==> src/rtl/systolic_pe_sat_if.sv <==
// Systolic PE port bundle: weight chain, ifmap/psum datapath and overflow status.
// slave is the PE's view, master is the neighbour/driver view.
interface systolic_pe_sat_if #(
  parameter int unsigned IFMAP_W = 16,
  parameter int unsigned W_W     = 8,
  parameter int unsigned PSUM_W  = 32
);
  logic               w_load_in;
  logic [W_W-1:0]     w_data_in;
  logic               w_swap_in;
  logic               w_load_out;
  logic [W_W-1:0]     w_data_out;
  logic               w_swap_out;
  logic               ifmap_valid_in;
  logic [IFMAP_W-1:0] ifmap_data_in;
  logic [PSUM_W-1:0]  psum_data_in;
  logic               ifmap_valid_out;
  logic [IFMAP_W-1:0] ifmap_data_out;
  logic               psum_valid_out;
  logic [PSUM_W-1:0]  psum_data_out;
  logic               clr_ovf;
  logic               ovf_sticky;
  logic               nw_err;

  modport slave (
    input  w_load_in, w_data_in, w_swap_in, ifmap_valid_in, ifmap_data_in,
           psum_data_in, clr_ovf,
    output w_load_out, w_data_out, w_swap_out, ifmap_valid_out, ifmap_data_out,
           psum_valid_out, psum_data_out, ovf_sticky, nw_err
  );

  modport master (
    output w_load_in, w_data_in, w_swap_in, ifmap_valid_in, ifmap_data_in,
           psum_data_in, clr_ovf,
    input  w_load_out, w_data_out, w_swap_out, ifmap_valid_out, ifmap_data_out,
           psum_valid_out, psum_data_out, ovf_sticky, nw_err
  );
endinterface

==> src/rtl/systolic_pe_sat.sv <==
// Weight-stationary systolic PE with double-buffered weight, psum valid and
// saturating or wrapping accumulate with a sticky overflow flag.
module systolic_pe_sat #(
  parameter int unsigned IFMAP_W  = 16,
  parameter int unsigned W_W      = 8,
  parameter int unsigned PSUM_W   = 32,
  parameter bit          SATURATE = 1'b1
) (
  input logic              clk,
  input logic              rstn,
  systolic_pe_sat_if.slave bus
);
  localparam int unsigned PROD_W = IFMAP_W + W_W;
  localparam int unsigned SUM_W  = PSUM_W + 1;
  localparam int unsigned PEXT_W = SUM_W - PROD_W;

  localparam logic [PSUM_W-1:0] PSUM_MAX = {1'b0, {(PSUM_W-1){1'b1}}};
  localparam logic [PSUM_W-1:0] PSUM_MIN = {1'b1, {(PSUM_W-1){1'b0}}};

  if (PSUM_W < PROD_W) begin : g_width_check
    $error("systolic_pe_sat: PSUM_W must be at least IFMAP_W+W_W");
  end

  typedef enum logic [0:0] {NO_WEIGHT = 1'b0, READY = 1'b1} wstate_t;

  wstate_t            state;
  wstate_t            state_nx;
  logic               ready_c;
  logic [W_W-1:0]     shadow;
  logic [W_W-1:0]     active;

  logic signed [PROD_W-1:0] act_x_c;
  logic signed [PROD_W-1:0] ifm_x_c;
  logic signed [PROD_W-1:0] prod_c;
  logic signed [SUM_W-1:0]  sum_c;
  logic                     ovf_c;
  logic [PSUM_W-1:0]        result_c;

  // Weight FSM: state register
  always_ff @(posedge clk) begin
    if (!rstn) state <= NO_WEIGHT;
    else       state <= state_nx;
  end

  // Weight FSM: a swap commits the first weight; only reset leaves READY
  always_comb begin
    state_nx = state;
    if (state == NO_WEIGHT && bus.w_swap_in) state_nx = READY;
  end

  // Weight FSM: decoded state
  always_comb begin
    ready_c = 1'b0;
    if (state == READY) ready_c = 1'b1;
  end

  // Full-precision product and one-bit-wider sum; overflow when the top two bits differ
  always_comb begin
    act_x_c  = {{IFMAP_W{active[W_W-1]}}, active};
    ifm_x_c  = {{W_W{bus.ifmap_data_in[IFMAP_W-1]}}, bus.ifmap_data_in};
    prod_c   = act_x_c * ifm_x_c;
    sum_c    = {{PEXT_W{prod_c[PROD_W-1]}}, prod_c}
             + {bus.psum_data_in[PSUM_W-1], bus.psum_data_in};
    ovf_c    = sum_c[SUM_W-1] ^ sum_c[PSUM_W-1];
    result_c = sum_c[PSUM_W-1:0];
    if (SATURATE && ovf_c) result_c = sum_c[SUM_W-1] ? PSUM_MIN : PSUM_MAX;
  end

  // Weight chain; swap copies the pre-load shadow so load+swap commits the old value
  always_ff @(posedge clk) begin
    if (!rstn) begin
      shadow         <= '0;
      active         <= '0;
      bus.w_load_out <= 1'b0;
      bus.w_swap_out <= 1'b0;
    end else begin
      bus.w_load_out <= bus.w_load_in;
      bus.w_swap_out <= bus.w_swap_in;
      if (bus.w_load_in) shadow <= bus.w_data_in;
      if (bus.w_swap_in) active <= shadow;
    end
  end

  assign bus.w_data_out = shadow;

  // Datapath registers; data holds while idle, valids follow the input valid
  always_ff @(posedge clk) begin
    if (!rstn) begin
      bus.ifmap_valid_out <= 1'b0;
      bus.ifmap_data_out  <= '0;
      bus.psum_valid_out  <= 1'b0;
      bus.psum_data_out   <= '0;
      bus.ovf_sticky      <= 1'b0;
      bus.nw_err          <= 1'b0;
    end else begin
      bus.ifmap_valid_out <= bus.ifmap_valid_in;
      bus.psum_valid_out  <= bus.ifmap_valid_in;
      bus.nw_err          <= bus.ifmap_valid_in && !ready_c;
      if (bus.ifmap_valid_in) begin
        bus.ifmap_data_out <= bus.ifmap_data_in;
        bus.psum_data_out  <= ready_c ? result_c : bus.psum_data_in;
      end
      if (bus.clr_ovf)                                   bus.ovf_sticky <= 1'b0;
      else if (bus.ifmap_valid_in && ready_c && ovf_c)   bus.ovf_sticky <= 1'b1;
    end
  end

  a_no_load_with_ifmap : assert property (@(posedge clk) disable iff (!rstn)
    !(bus.w_load_in && bus.ifmap_valid_in));

  a_psum_valid_latency : assert property (@(posedge clk) disable iff (!rstn)
    $past(rstn) |-> (bus.psum_valid_out == $past(bus.ifmap_valid_in)));

endmodule

==> src/flat_wrapper.sv <==
// flat-port wrapper written by rule: the top's interface ports become plain ports
module systolic_pe_sat_flat 
#(
  parameter int unsigned IFMAP_W  = 16,
  parameter int unsigned W_W      = 8,
  parameter int unsigned PSUM_W   = 32,
  parameter bit          SATURATE = 1'b1
)
  (clk, rstn, bus_w_load_in, bus_w_data_in, bus_w_swap_in, bus_ifmap_valid_in, bus_ifmap_data_in, bus_psum_data_in, bus_clr_ovf, bus_w_load_out, bus_w_data_out, bus_w_swap_out, bus_ifmap_valid_out, bus_ifmap_data_out, bus_psum_valid_out, bus_psum_data_out, bus_ovf_sticky, bus_nw_err);
  systolic_pe_sat_if #(.IFMAP_W(IFMAP_W), .W_W(W_W), .PSUM_W(PSUM_W)) bus_i ();
  input logic clk;
  input logic rstn;
  input wire logic [$bits(bus_i.w_load_in)-1:0] bus_w_load_in;
  input wire logic [$bits(bus_i.w_data_in)-1:0] bus_w_data_in;
  input wire logic [$bits(bus_i.w_swap_in)-1:0] bus_w_swap_in;
  input wire logic [$bits(bus_i.ifmap_valid_in)-1:0] bus_ifmap_valid_in;
  input wire logic [$bits(bus_i.ifmap_data_in)-1:0] bus_ifmap_data_in;
  input wire logic [$bits(bus_i.psum_data_in)-1:0] bus_psum_data_in;
  input wire logic [$bits(bus_i.clr_ovf)-1:0] bus_clr_ovf;
  output wire logic [$bits(bus_i.w_load_out)-1:0] bus_w_load_out;
  output wire logic [$bits(bus_i.w_data_out)-1:0] bus_w_data_out;
  output wire logic [$bits(bus_i.w_swap_out)-1:0] bus_w_swap_out;
  output wire logic [$bits(bus_i.ifmap_valid_out)-1:0] bus_ifmap_valid_out;
  output wire logic [$bits(bus_i.ifmap_data_out)-1:0] bus_ifmap_data_out;
  output wire logic [$bits(bus_i.psum_valid_out)-1:0] bus_psum_valid_out;
  output wire logic [$bits(bus_i.psum_data_out)-1:0] bus_psum_data_out;
  output wire logic [$bits(bus_i.ovf_sticky)-1:0] bus_ovf_sticky;
  output wire logic [$bits(bus_i.nw_err)-1:0] bus_nw_err;
  assign bus_i.w_load_in = bus_w_load_in;
  assign bus_i.w_data_in = bus_w_data_in;
  assign bus_i.w_swap_in = bus_w_swap_in;
  assign bus_i.ifmap_valid_in = bus_ifmap_valid_in;
  assign bus_i.ifmap_data_in = bus_ifmap_data_in;
  assign bus_i.psum_data_in = bus_psum_data_in;
  assign bus_i.clr_ovf = bus_clr_ovf;
  assign bus_w_load_out = bus_i.w_load_out;
  assign bus_w_data_out = bus_i.w_data_out;
  assign bus_w_swap_out = bus_i.w_swap_out;
  assign bus_ifmap_valid_out = bus_i.ifmap_valid_out;
  assign bus_ifmap_data_out = bus_i.ifmap_data_out;
  assign bus_psum_valid_out = bus_i.psum_valid_out;
  assign bus_psum_data_out = bus_i.psum_data_out;
  assign bus_ovf_sticky = bus_i.ovf_sticky;
  assign bus_nw_err = bus_i.nw_err;
  systolic_pe_sat #(.IFMAP_W(IFMAP_W), .W_W(W_W), .PSUM_W(PSUM_W), .SATURATE(SATURATE)) u_core (.clk(clk), .rstn(rstn), .bus(bus_i));
endmodule
==> config.mk <==
export PLATFORM = sky130hd
export DESIGN_NAME = systolic_pe_sat_flat
export DESIGN_NICKNAME = d
export VERILOG_FILES = /design/src/rtl/systolic_pe_sat_if.sv /design/src/rtl/systolic_pe_sat.sv /design/src/flat_wrapper.sv
export SDC_FILE = /design/constraint.sdc
export NUM_CORES = 1
export LEC_CHECK = 0
export CAP_MARGIN = 20
export CELL_PAD_IN_SITES_DETAIL_PLACEMENT = 1
export CELL_PAD_IN_SITES_GLOBAL_PLACEMENT = 1
export CORE_UTILIZATION = 44
export DETAILED_ROUTE_END_ITERATION = 12
export PLACE_DENSITY_LB_ADDON = 0.25
export SLEW_MARGIN = 20
export SYNTH_ARGS = -nofsm -noshare
export SYNTH_HDL_FRONTEND = slang
export SYNTH_SLANG_ARGS = --single-unit
==> constraint.sdc <==
create_clock -name clk -period 8 [get_ports clk]
set_clock_uncertainty 0.05 [all_clocks]
set_input_delay 0.8 -clock clk [delete_from_list [all_inputs] [get_ports clk]]
set_output_delay 0.8 -clock clk [all_outputs]
set_load 0.01 [all_outputs]
==> results.json, run 1 <==
{
  "synth_flop_cell": "dfxtp_1",
  "crit_type": "input pin to register",
  "grt_max_degree": 67,
  "worst_ep_required_time_ps": 8210,
  "avgViaCountPerCell": 5.57,
  "yosys_warnings": 0,
  "syn_to_final_growth_pct": 18.6,
  "die_w_um": 149,
  "power_density_nw_per_um2": 154,
  "rsz0062_at_grt": "false",
  "gr-total-overflow": 0,
  "drv_slew": 0,
  "cts_resized": 0,
  "total_power_mw": 1.74,
  "drc": 0,
  "synthCells": 1010,
  "fin_crit_sh_pct": 88.0,
  "place.gp.congestion": 0.910,
  "drt_first_pass_iters": 4,
  "grt_pass1_vias": 8656,
  "post_cts_buffers": 0,
  "crit_fanout": 29,
  "multi_input_area_sq_um": 7390,
  "fillCellCount": 2381,
  "cp.arrival_ps": 7250,
  "io_pins": 124,
  "die_y_um": 149,
  "clk_latency_ps": 350,
  "core_sq_um": 21200,
  "die_area_sq_um": 22200,
  "cts_tree": "done",
  "grt_antenna_before_repair": 0,
  "clk_pin_slew_worst_paths_ps": 70,
  "clockRootBuffer": "clkbuf_16",
  "synth-seq-area-share_pct": 14.7,
  "leakage_nw": 5.29,
  "synth-edff-count": 0,
  "dpl-instance-area_sq_um": 11000,
  "ys_seq_elements": 70,
  "max_freq_ghz": 0.142,
  "cts_sinks": 70,
  "min_path_type": "register to register",
  "mappedNetlistArea_sq_um": 9530,
  "grt_pass1_wl_um": 46300,
  "cp_slowest_stage_delay_ps": 760,
  "fin_area_sq_um": 11300,
  "drtIter0Drc": 261,
  "dp_hpwl_um": 22700,
  "start_kind": "input pin",
  "drive_gt1_share_pct": 4.04,
  "max_cap_violations": 0,
  "seq_area_sq_um": 1400,
  "h-tree-depth": 3,
  "finalSetupViolCount": 0,
  "slew-limit-headroom_pct": 40.9,
  "fin_tns_setup_ps": 0,
  "wire_per_inst_um": 20.8,
  "worstMarginPinSlew_ps": 886,
  "syn_nets": 1308,
  "cp_cell_sequence": "clkdlybuf4s50_1, nand2_1, fa_1, fa_1, inv_1, fa_1, fa_1, ha_1, ha_1, a2111oi_1, o2111ai_1, nand2_1, and3_1, a311oi_1, nand3_2, nand3_2, a31oi_1",
  "antenna_cells": 0,
  "status": "completed",
  "grt.total_usage_pct": 27.6,
  "synth_cell_types": 54,
  "irDropWorstVdd_uv": 82.6,
  "rows": 53,
  "cp_common_cell": "fa_1",
  "cts_buffers": 9,
  "yosys-top-cells-area": "fa_1, dfxtp_1, ha_1",
  "final_antenna_net_count": 0,
  "syn_area_per_cell_sq_um": 9.43,
  "period_needed_ps": 7040,
  "max-clock-path-buffers": 2,
  "synthArstFlopShare_pct": 0,
  "nNetsFinal": 1408,
  "ctsHoldBuffers": 0,
  "yosys.area.top_type_share_pct": 34.5,
  "final_hold_viol_count": 0,
  "start_util_pct": 45.0,
  "routed_wl_um": 28900,
  "cp-end-kind": "register",
  "crit_slowest_cell": "fa_1",
  "yosys.area.top_type": "fa_1",
  "port_buffers": 123,
  "vias": 7747
}
==> power breakdown <==
group	internal, mW	switching [mW]	total [mW]
registers	0.383	0.0245	0.408
clock network	0.274	0.175	0.449
logic	0.369	0.517	0.886
total	1.03	0.717	1.74
==> flip-flops by register name (all words and copies together) (netlist names) <==
register                    flops
u_core.active                   8
u_core.bus.ifmap_data_out      16
u_core.bus.ifmap_valid_out      1
u_core.bus.nw_err               1
u_core.bus.ovf_sticky           1
u_core.bus.psum_data_out       32
u_core.bus.w_data_out           8
u_core.bus.w_load_out           1
u_core.bus.w_swap_out           1
u_core.state                    1
==> metrics by stage <==
stage	setup WS, ps	utilization (%)	instances	hold WS, ps
after floorplan	1740	-	1010	433
after global routing	533	53.4	1390	465
final	963	53.4	1390	426
after global placement	932	51.9	1374	396
after detailed placement	612	51.9	1374	424
after CTS	951	53.4	1390	439
==> worst max-delay path: cells and delay by family <==
kind            cells  cell delay, ps
simple gates        5            1320
fa+ha+maj           6            3020
buf+inv             2             860
compound gates      4            1220
==> kinds of logic after synthesis <==
family                     Yosys count  synth area share [%]
DFF                                 70                  14.7
AOI/OAI and AO/OA                  208                  13.8
buffers and inverters              182                  7.68
xor gates and xnor gates            23                  2.31
and+or+nand+nor                    257                  14.0
muxes                               34                  3.60
adders and majority gates          236                  43.9
==> cell usage in the layout (no fill, tap or decap), types with 3 or more instances in the layout <==
cell type	synthesis	routed
nand2_1	67	67
a21o_1	7	7
o21bai_1	4	4
clkbuf_16	0	9
and2_1	80	80
nor2b_1	34	34
a21oi_1	53	53
a31oi_1	33	33
dfxtp_1	70	70
mux2i_1	32	32
nor2_1	47	47
or3_1	5	5
o21a_1	5	5
nand4_1	4	4
nand3_2	3	3
o2111ai_1	5	5
buf_4	1	15
xnor2_1	13	13
clkdlybuf4s50_1	0	122
ha_1	72	72
inv_1	133	132
o21ai_0	49	49
a211oi_1	3	3
xor2_1	9	9
fa_1	164	164
clkinv_4	0	3
o211ai_2	3	3
nor3_1	3	3
and3_1	8	8
o211ai_1	26	26
==> Yosys cell counts (2+ instances only) <==
cell type	number
o22ai_1	2
and3_1	8
o2111ai_1	5
a21o_1	7
buf_6	5
mux2_2	2
o211ai_2	3
nor2b_1	34
buf_1	2
o21a_1	5
dfxtp_1	70
nand3_1	2
ha_1	72
a31oi_1	33
or3_1	5
o211ai_1	26
nand3_2	3
nor3_1	3
a21oi_1	53
nand2b_1	2
inv_1	133
o221ai_1	2
mux2i_1	32
clkbuf_1	35
and2_1	80
o21bai_1	4
xor2_1	9
buf_2	6
o21ai_0	49
nor2_1	47
xnor2_1	13
a2111oi_0	2
nand4_1	4
a211oi_1	3
fa_1	164
nand2_1	67
==> final timing paths <==
kind,start,endpoint,slack (ps),cells past startpoint
max,bus_ifmap_data_in[15],u_core.bus.psum_data_out[24],960,17
min,u_core.bus.ovf_sticky,u_core.bus.ovf_sticky,430,2
min reg2reg,u_core.bus.ovf_sticky,u_core.bus.ovf_sticky,430,2
max reg2reg,u_core.active[1],u_core.bus.psum_data_out[24],1220,16
==> metal layers <==
metal	vias up	routed length, um	GRT usage, %	part of all wire, %
met3	54	841	3.27	2.9
met2	180	15900	52.3	55
met1	3985	11300	31.5	39
met4	0	876	10.4	3.0
met5	-	0	0	0
li1	3528	-	-	-
==> cell type report <==
type,instances,share of cell area (%)
multi-input combinational,758,65.4
timing repair buffer,138,11.8
clock inverter,7,0.875
sequential,70,12.4
tap,275,3.04
clock buffer,9,1.99
inverter,133,4.42
Note: power is estimated with default switching activity, not from simulation.
==> run 2, diff against run 1 <==
Settings changed: CORE_UTILIZATION 44 to 31, RECOVER_POWER from default to 50.
Clock period 8 ns to 7.5 ns, I/O delays scaled along.
==> run 2 against run 1 <==
Effect of this change:
- the flow now finishes with violations (capacitance limit, slew limit)
- sequential power up 6.6%
- worst hold slack worse by 5.1 ps
- design area rose by 1.5%
- via count down 2.0%
==> results.json, run 2 (synthesis gave the netlist of run 1 again) <==
{
  "status": "finished, violations left",
  "violations": "capacitance limit, slew limit",
  "crit_type": "input pin to register",
  "port_buffers": 123,
  "worstMarginPinSlew_ps": 3630,
  "crit_fanout": 21,
  "drtIter0Drc": 308,
  "r2r.worst_path.cells": 18,
  "final_hold_viol_count": 0,
  "drt_first_pass_iters": 4,
  "layout_common_cells": "fa_1, inv_1, and2_1, ha_1, dfxtp_1",
  "layout_commonest_cell": "fa_1",
  "worstHoldStart": "u_core.bus.ovf_sticky",
  "gr-total-overflow": 0,
  "dp_hpwl_um": 24100,
  "min_path_type": "register to register",
  "cts_sinks": 70,
  "grt_antenna_before_repair": 1,
  "grt_pass1_wl_um": 46600,
  "drc": 0,
  "grt_max_degree": 67,
  "reg2reg_slack_ps": 1280,
  "max_freq_ghz": 0.147,
  "fin_crit_sh_pct": 90.8,
  "rsz0062_at_grt": "false",
  "routed_wl_um": 29600,
  "start_kind": "input pin",
  "leakage_nw": 5.42,
  "ctsHoldBuffers": 0,
  "post-route-util_pct": 38.3,
  "grt.total_usage_pct": 19.6,
  "grt_pass1_vias": 8333,
  "antenna_cells": 0,
  "clockRootBuffer": "clkbuf_16",
  "die_w_um": 177,
  "crit-reg2reg-launch": "u_core.active[4]",
  "place.gp.congestion": 0.871,
  "power_density_nw_per_um2": 160,
  "irDropWorstVdd_uv": 103,
  "core_sq_um": 30000,
  "die_y_um": 177,
  "holdPathEnd": "u_core.bus.ovf_sticky",
  "fin_tns_setup_ps": 0,
  "drv_slew": 67,
  "largest_reg_flops": 32,
  "cp-end-kind": "register",
  "clk_latency_ps": 360,
  "h-tree-depth": 3,
  "hold_depth": 2,
  "rows": 63,
  "cts_buffers": 9,
  "reg2reg_to": "u_core.bus.psum_data_out[28]",
  "cp.arrival_ps": 6970,
  "avgViaCountPerCell": 5.02,
  "finalSetupViolCount": 0,
  "period_needed_ps": 6810,
  "final_antenna_net_count": 0,
  "syn_to_final_growth_pct": 20.4,
  "clk_pin_slew_worst_paths_ps": 70,
  "start_util_pct": 31.8,
  "largest_register": "u_core.bus.psum_data_out",
  "worst_ep_required_time_ps": 7660,
  "cts_resized": 0,
  "post_cts_buffers": 0,
  "cts_tree": "done",
  "max-clock-path-buffers": 2,
  "io_pins": 124,
  "reg.largest.list": "u_core.bus.psum_data_out (32), u_core.bus.ifmap_data_out (16)",
  "drive_gt1_share_pct": 4.72,
  "slew-limit-headroom_pct": -142,
  "max_cap_violations": 1,
  "die_area_sq_um": 31400,
  "vias": 7589,
  "nNetsFinal": 1416,
  "wire_per_inst_um": 19.6
}
## run 2: cell types whose count changed in the layout (fill, tap and decap cells not counted), moves of 2 or more
cell,delta
buf_4,+7
bufinv_16,-2
clkdlybuf4s50_1,-54
clkinv_4,-2
dlygate4sd3_1,+54
inv_6,+2
inv_8,+2
## run 2: report_power, final
part	leakage, nW	internal, mW	switching, mW	total [mW]
registers	0.579	0.409	0.0268	0.435
clock network	0.136	0.233	0.221	0.454
logic	4.71	0.394	0.556	0.950
## run 2: cell type report
type,instances,area (sq um)
Fill cell,3472,18500
Clock inverter,7,63.8
Multi-Input combinational cell,758,7400
Tap cell,390,488
Sequential cell,70,1400
Inverter,133,499
Timing Repair Buffer,146,1400
Clock buffer,9,225
## run 2: per-stage QoR
| step | area (sq um) | std cells | power [mW] | setup slack, ps | hold slack (ps) |
|---|---|---|---|---|---|
| floorplan | 9530 | 1010 | 1.06 | 1290 | 433 |
| global placement | 11200 | 1497 | 1.40 | 638 | 396 |
| detailed placement | 11200 | 1497 | 1.41 | 329 | 414 |
| CTS | 11500 | 1513 | 1.88 | 674 | 429 |
| global route | 11500 | 1513 | 1.98 | 279 | 466 |
| finish | 11500 | 1513 | 1.84 | 688 | 421 |
## run 2: critical path, cell delays in order
cell             delay, ps
clkdlybuf4s50_1        640
nand2_1                220
fa_1                   650
fa_1                   770
inv_1                  240
fa_1                   550
fa_1                   420
ha_1                   290
ha_1                   370
a2111oi_1              520
o2111ai_1              220
nand2_1                170
nor2_1                  60
a311oi_1               280
nand3_2                120
buf_4                  230
nand3_2                 90
buf_4                  240
a31oi_1                130
## run 2: worst max-delay path by stage
stage,start,endpoint,slack [ps],depth (start not counted)
5_1_grt,bus_ifmap_data_in[15],u_core.bus.psum_data_out[23],280,19
2_1_floorplan,bus_ifmap_data_in[15],u_core.bus.psum_data_out[26],1290,17
3_3_place_gp,bus_ifmap_data_in[15],u_core.bus.psum_data_out[24],640,19
4_1_cts,bus_ifmap_data_in[15],u_core.bus.psum_data_out[28],670,19
3_5_place_dp,bus_ifmap_data_in[15],u_core.bus.psum_data_out[28],330,19
6_report,bus_ifmap_data_in[15],u_core.bus.psum_data_out[28],690,19
## run 2: layer usage
layer	part of all wire (%)	GRT usage [%]	wire, um	vias to the layer above
li1	-	-	-	3534
met1	43	24.0	12700	3886
met2	52	35.7	15300	143
met3	3.7	2.63	1090	26
met4	1.8	5.13	545	0
met5	0	0	0	-
